==> config.mk <==
export PLATFORM = sky130hd
export DESIGN_NAME = ray_marcher
export DESIGN_NICKNAME = d
export VERILOG_FILES = /design/src/rtl/ray_marcher.sv
export SDC_FILE = /design/constraint.sdc
export NUM_CORES = 1
export LEC_CHECK = 0
export BUFFER_PORTS_ARGS = -buffer_cell sky130_fd_sc_hd__buf_2
export CORE_MARGIN = 1.5
export CORE_UTILIZATION = 58
export CTS_BUF_LIST = sky130_fd_sc_hd__clkbuf_4
export DETAILED_ROUTE_END_ITERATION = 16
export PLACE_DENSITY = 0.83
export SLEW_MARGIN = 20
export SYNTH_ARGS = -nofsm -noshare
export SYNTH_HDL_FRONTEND = slang
export SYNTH_SLANG_ARGS = --single-unit
==> constraint.sdc <==
create_clock -name i_clk -period 7.2 [get_ports i_clk]
set_input_delay 1.08 -clock i_clk [delete_from_list [all_inputs] [get_ports i_clk]]
set_output_delay 1.08 -clock i_clk [all_outputs]
set_load 0.02 [all_outputs]
==> src/rtl/ray_marcher.sv <==
// ray_marcher: per-pixel ray stepping controller driving the octree memory stage.
// Define RAY_MARCHER_STATS_EN to add o_ray_count / o_last_steps statistics outputs.
module ray_marcher #(
  parameter int POSITION_WIDTH = 16,
  parameter int DIR_WIDTH = 16,
  parameter int DIR_FRAC = 14,
  parameter int ADDRESS_WIDTH = 32,
  parameter int DATA_WIDTH = 24,
  parameter int MAX_STEPS = 64,
  parameter logic [DATA_WIDTH-1:0] BACKGROUND = '0
) (
  input  logic                        i_clk,
  input  logic                        i_rst_n,
  input  logic                        i_start,
  input  logic [POSITION_WIDTH-1:0]   i_origin [3],
  input  logic signed [DIR_WIDTH-1:0] i_direction [3],
  input  logic [ADDRESS_WIDTH-1:0]    i_ray_pixel_address,
  output logic                        o_busy,
  output logic                        o_done,
  output logic                        o_hit,
  output logic                        o_traverse,
  output logic [POSITION_WIDTH-1:0]   o_position [3],
  input  logic [3:0]                  i_depth,
  input  logic [DATA_WIDTH-1:0]       i_material,
  output logic                        o_write_pixel,
  output logic [DATA_WIDTH-1:0]       o_pixel,
  output logic [ADDRESS_WIDTH-1:0]    o_pixel_address,
  input  logic                        i_ready
`ifdef RAY_MARCHER_STATS_EN
  ,
  output logic [31:0]                 o_ray_count,
  output logic [7:0]                  o_last_steps
`endif
);
  localparam int CW = POSITION_WIDTH + DIR_WIDTH + 1;
  localparam int SW = $clog2(MAX_STEPS + 2);
  typedef enum logic [2:0] {IDLE, ISSUE, ACCEPT, RESULT, STEP, WRITE, WRITE_ACCEPT, WRITE_WAIT} state_t;
  state_t r_state, w_next;
  logic signed [DIR_WIDTH-1:0] r_dir [3];
  logic [POSITION_WIDTH-1:0] r_pos [3];
  logic [ADDRESS_WIDTH-1:0] r_addr;
  logic [DATA_WIDTH-1:0] r_pixel;
  logic [SW-1:0] r_steps;
  logic r_hit, r_done;
  logic [31:0] w_shift;
  logic signed [CW-1:0] w_delta [3];
  logic signed [CW-1:0] w_next_pos [3];
  logic [2:0] w_out;
  logic w_zero_dir, w_miss, w_accept;
  assign o_busy = (r_state != IDLE) | r_done;
  assign o_done = r_done;
  assign o_hit = r_hit;
  assign o_position = r_pos;
  assign o_pixel = r_pixel;
  assign o_pixel_address = r_addr;
  assign w_accept = (r_state == IDLE) & i_start & ~r_done;
  // Leaf-sized step per axis; anything outside the unsigned cube shows up in the upper bits.
  always_comb begin
    w_shift = (32'(i_depth) >= 32'(POSITION_WIDTH)) ? 32'd0 : 32'(POSITION_WIDTH) - 32'(i_depth);
    for (int a = 0; a < 3; a++) begin
      w_delta[a] = (CW'(r_dir[a]) <<< w_shift) >>> DIR_FRAC;
      if (w_delta[a] == '0 && r_dir[a] != '0) w_delta[a] = r_dir[a][DIR_WIDTH-1] ? '1 : CW'(1);
      w_next_pos[a] = $signed(CW'(r_pos[a])) + w_delta[a];
      w_out[a] = |w_next_pos[a][CW-1:POSITION_WIDTH];
    end
    w_zero_dir = (r_dir[0] == '0) & (r_dir[1] == '0) & (r_dir[2] == '0);
    w_miss = (|w_out) | w_zero_dir | (r_steps == SW'(MAX_STEPS));
  end
  always_comb begin
    w_next = r_state;
    o_traverse = 1'b0;
    o_write_pixel = 1'b0;
    case (r_state)
      IDLE:         w_next = w_accept ? ISSUE : IDLE;
      ISSUE:        begin o_traverse = i_ready; w_next = i_ready ? ACCEPT : ISSUE; end
      ACCEPT:       w_next = RESULT;
      RESULT:       w_next = !i_ready ? RESULT : (i_material != '0) ? WRITE : STEP;
      STEP:         w_next = w_miss ? WRITE : ISSUE;
      WRITE:        begin o_write_pixel = i_ready; w_next = i_ready ? WRITE_ACCEPT : WRITE; end
      WRITE_ACCEPT: w_next = WRITE_WAIT;
      WRITE_WAIT:   w_next = i_ready ? IDLE : WRITE_WAIT;
      default:      w_next = IDLE;
    endcase
  end
  always_ff @(posedge i_clk or negedge i_rst_n) begin
    if (!i_rst_n) begin
      r_state <= IDLE;
      r_dir <= '{default: '0};
      r_pos <= '{default: '0};
      r_addr <= '0;
      r_pixel <= '0;
      r_steps <= '0;
      r_hit <= 1'b0;
      r_done <= 1'b0;
    end else begin
      r_state <= w_next;
      r_done <= (r_state == WRITE_WAIT) & i_ready;
      if (w_accept) begin
        r_pos <= i_origin;
        r_dir <= i_direction;
        r_addr <= i_ray_pixel_address;
        r_steps <= '0;
        r_hit <= 1'b0;
      end
      if (o_traverse) r_steps <= r_steps + SW'(1);
      if (r_state == RESULT && i_ready && i_material != '0) begin
        r_pixel <= i_material;
        r_hit <= 1'b1;
      end
      if (r_state == STEP) begin
        if (w_miss) begin
          r_pixel <= BACKGROUND;
          r_hit <= 1'b0;
        end else begin
          for (int a = 0; a < 3; a++) r_pos[a] <= w_next_pos[a][POSITION_WIDTH-1:0];
        end
      end
    end
  end
`ifdef RAY_MARCHER_STATS_EN
  always_ff @(posedge i_clk or negedge i_rst_n) begin
    if (!i_rst_n) begin
      o_ray_count <= '0;
      o_last_steps <= '0;
    end else if (r_state == WRITE_WAIT && i_ready) begin
      o_ray_count <= o_ray_count + 32'd1;
      o_last_steps <= (32'(r_steps) > 32'd255) ? 8'hFF : 8'(r_steps);
    end
  end
`endif
endmodule

==> impl_metrics.yaml <==
outcome:
  status: "completed"
detailed_routing:
  drc_errors: 0
  wl_um: 47400
  detail_route.vias_per_cell: 6.24
  via_count: 13800
  drt_iter0_markers: 1236
  drt_first_pass_iters: 6
  ant_nets: 0
  routedWlPerCell_um: 21.5
sta:
  finClkSkew_ns: 0.0510
  slew_violations: 0
  hold_viol: 0
  fmax_mhz: 145
  fin_tns_setup_ns: 0
  finalCritPeriodShare: 0.959
  final.min_clock_period_ns: 6.91
  setup_viol: 0
  max_slew.worst_pin.slew_ns: 0.947
  rsz0062_at_grt: "no"
  relSlewSlack: 0.363
  setup_ws_ns: 0.292
power_and_ir_drop:
  internal_power_mw: 4.04
  ir_worst_vdd_uv: 263
  p_sw_mw: 3.75
  switching_share: 0.481
  power.leakage_nw: 9.02
  p_per_area_nw_per_um2: 450
  pwr-share-clk: 0.077
  power_frac_comb: 0.679
  sequentialPowerShare: 0.244
grt:
  grtUsageTotal: 0.386
  antenna_found_initial: 1
  grt_max_degree: 87
  grt_pass1_wl_um: 73200
  grt_pass1_vias: 13600
  gr-total-overflow: 0
setup_path:
  path_class: "in -> reg"
  path_max_fanout: 24
  critPathSlowestCell: "a2111o_1"
  cp_data_arrival_time_ns: 7.37
  cp-end-kind: "flop"
  setup.worst_path.start_class: "primary input"
  worst_path_most_repeated_cell: "buf_4"
  required_ns: 7.66
  cp_slowest_stage_delay_ns: 0.48
clock_tree:
  cts_root_buf: "clkbuf_4"
  clk_path_buf_depth: 2
  cts_made_buffers: 17
  h-tree-depth: 4
  path_clk_slew_ns: 0.20
  cts_resized: 0
  cts_tree: "yes"
  cts_setup_buffers: 0
  clock_sinks: 164
  holdBufCountCts: 0
  clk_latency_ns: 0.61
layout:
  drive_above_1_share: 0.387
  fin_nets: 2094
  final_cell_mix: "buf_2 (266), buf_4 (229), dfrtp_1 (164)"
  final_common_cell: "buf_2"
  areaGrowthSynthToFinish_pct: 26.5
  final_util: 0.742
placement:
  place.gp.congestion: 1.01
  dp_hpwl_um: 37100
  pre_cts_ws_ns: -0.174
  place.port_buffers: 268
logic_synthesis:
  synthArstFlopShare: 1.00
  netlist_instances: 1439
  yosysWarnings: 0
  syn_avg_cell_area_um2: 9.51
  synth_area_um2: 13700
  ys_ff_latch: 164
  ys.flop_type: "dfrtp_1"
  synth_edf_count: 0
  synth_nets: 1659
  synth-seq-area-share: 0.300
  ys_types: 82
floorplan:
  die_x_um: 157
  row_count: 56
  core_um2: 23300
  dieArea_um2: 24500
  die_h_um: 157
  start_util: 0.586
  num_io_pins: 269
run:
  max_cap_viol_count: 0
min_path:
  hp-class: "in -> async"
[state kept, by name, indices dropped and copies added (netlist names)]
register         cells
r_dir               48
o_position          48
o_hit                1
r_steps              7
r_state              3
o_pixel             24
o_pixel_address     32
o_done               1
[cell type report]
class                   count  area [um^2]
repair buffers            504         3210
flip-flops and latches    164         4100
clock buffers              17          128
diodes                      1         2.50
inverters                  38          155
clock inverters            15          161
well taps                 319          399
multi-input cells        1149         9150
fillers                  1726         6020
[layer usage]
metal | vias up | routed length, um | global-route usage
met2 | 697 | 22200 | 0.630
met5 | - | 0 | 0
met3 | 117 | 3740 | 0.0753
li1 | 6282 | - | -
met4 | 0 | 1580 | 0.145
met1 | 6677 | 19900 | 0.507
[power groups by stage]
stage	Clock, mW	Sequential (mW)	Combinational (mW)
after CTS	0.605	1.87	5.23
after global placement	0	1.85	5.07
after detailed placement	0	1.88	5.22
after floorplan	0	2.04	2.99
after global routing	0.637	1.94	5.71
final	0.603	1.90	5.29
[cell usage after synthesis, drive strengths merged (9+ instances only)]
cell,count,share of area
a31oi,19,0.0087
xnor2,26,0.017
nand2b,19,0.0087
dfrtp,164,0.30
o21a,9,0.0049
a22oi,10,0.0055
a21oi,87,0.032
a21o,26,0.014
nor3,22,0.0084
nand4,13,0.0059
nor4,24,0.014
buf,49,0.021
nand3,33,0.012
o21ai,70,0.026
mux2i,163,0.12
inv,36,0.0099
mux2,131,0.11
o211ai,22,0.012
or3,9,0.0041
ha,57,0.052
nand2,111,0.031
nor2,104,0.029
xor2,20,0.013
a211oi,19,0.010
clkbuf,39,0.011
nor2b,11,0.0050
mux4,27,0.044
[per-stage QoR]
step	cells	power, mW	instance area, um^2	hold WS (ns)
6_report	2207	7.80	17300	0.469
3_5_place_dp	2174	7.10	17000	0.487
5_1_grt	2207	8.29	17300	0.525
4_1_cts	2206	7.71	17300	0.497
3_3_place_gp	2174	6.92	17000	0.475
2_1_floorplan	1439	5.03	13900	0.452
[kinds of logic after synthesis]
kind of cell | Yosys count | synth area share
and+or+nand+nor | 377 | 0.134
AOI/OAI and AO/OA | 345 | 0.165
muxes | 321 | 0.271
adders and majority gates | 60 | 0.0565
buffers and inverters | 126 | 0.0424
DFF | 164 | 0.300
xor gates and xnor gates | 46 | 0.0300
[critical path, delay by kind of cell]
family          cells  cell delay, ns
compound gates      7            1.64
fa+ha+maj           3            0.92
buf+inv             6            0.95
mux                 4            1.15
simple gates        9            1.57
[worst paths after layout]
check,to,cells after the start,from,slack (ns)
min in group i_clk,r_steps[6],1,r_steps[6],0.52
worst min-delay path,o_position[17],1,i_rst_n,0.47
worst max-delay path,o_position[32],29,i_depth[0],0.29
worst max register to register,o_position[32],25,r_dir[15],0.87
max in group asynchronous,r_dir[12],2,i_rst_n,5.51
worst min register to register,r_steps[6],1,r_steps[6],0.52
(Power assumes the default switching activity.)
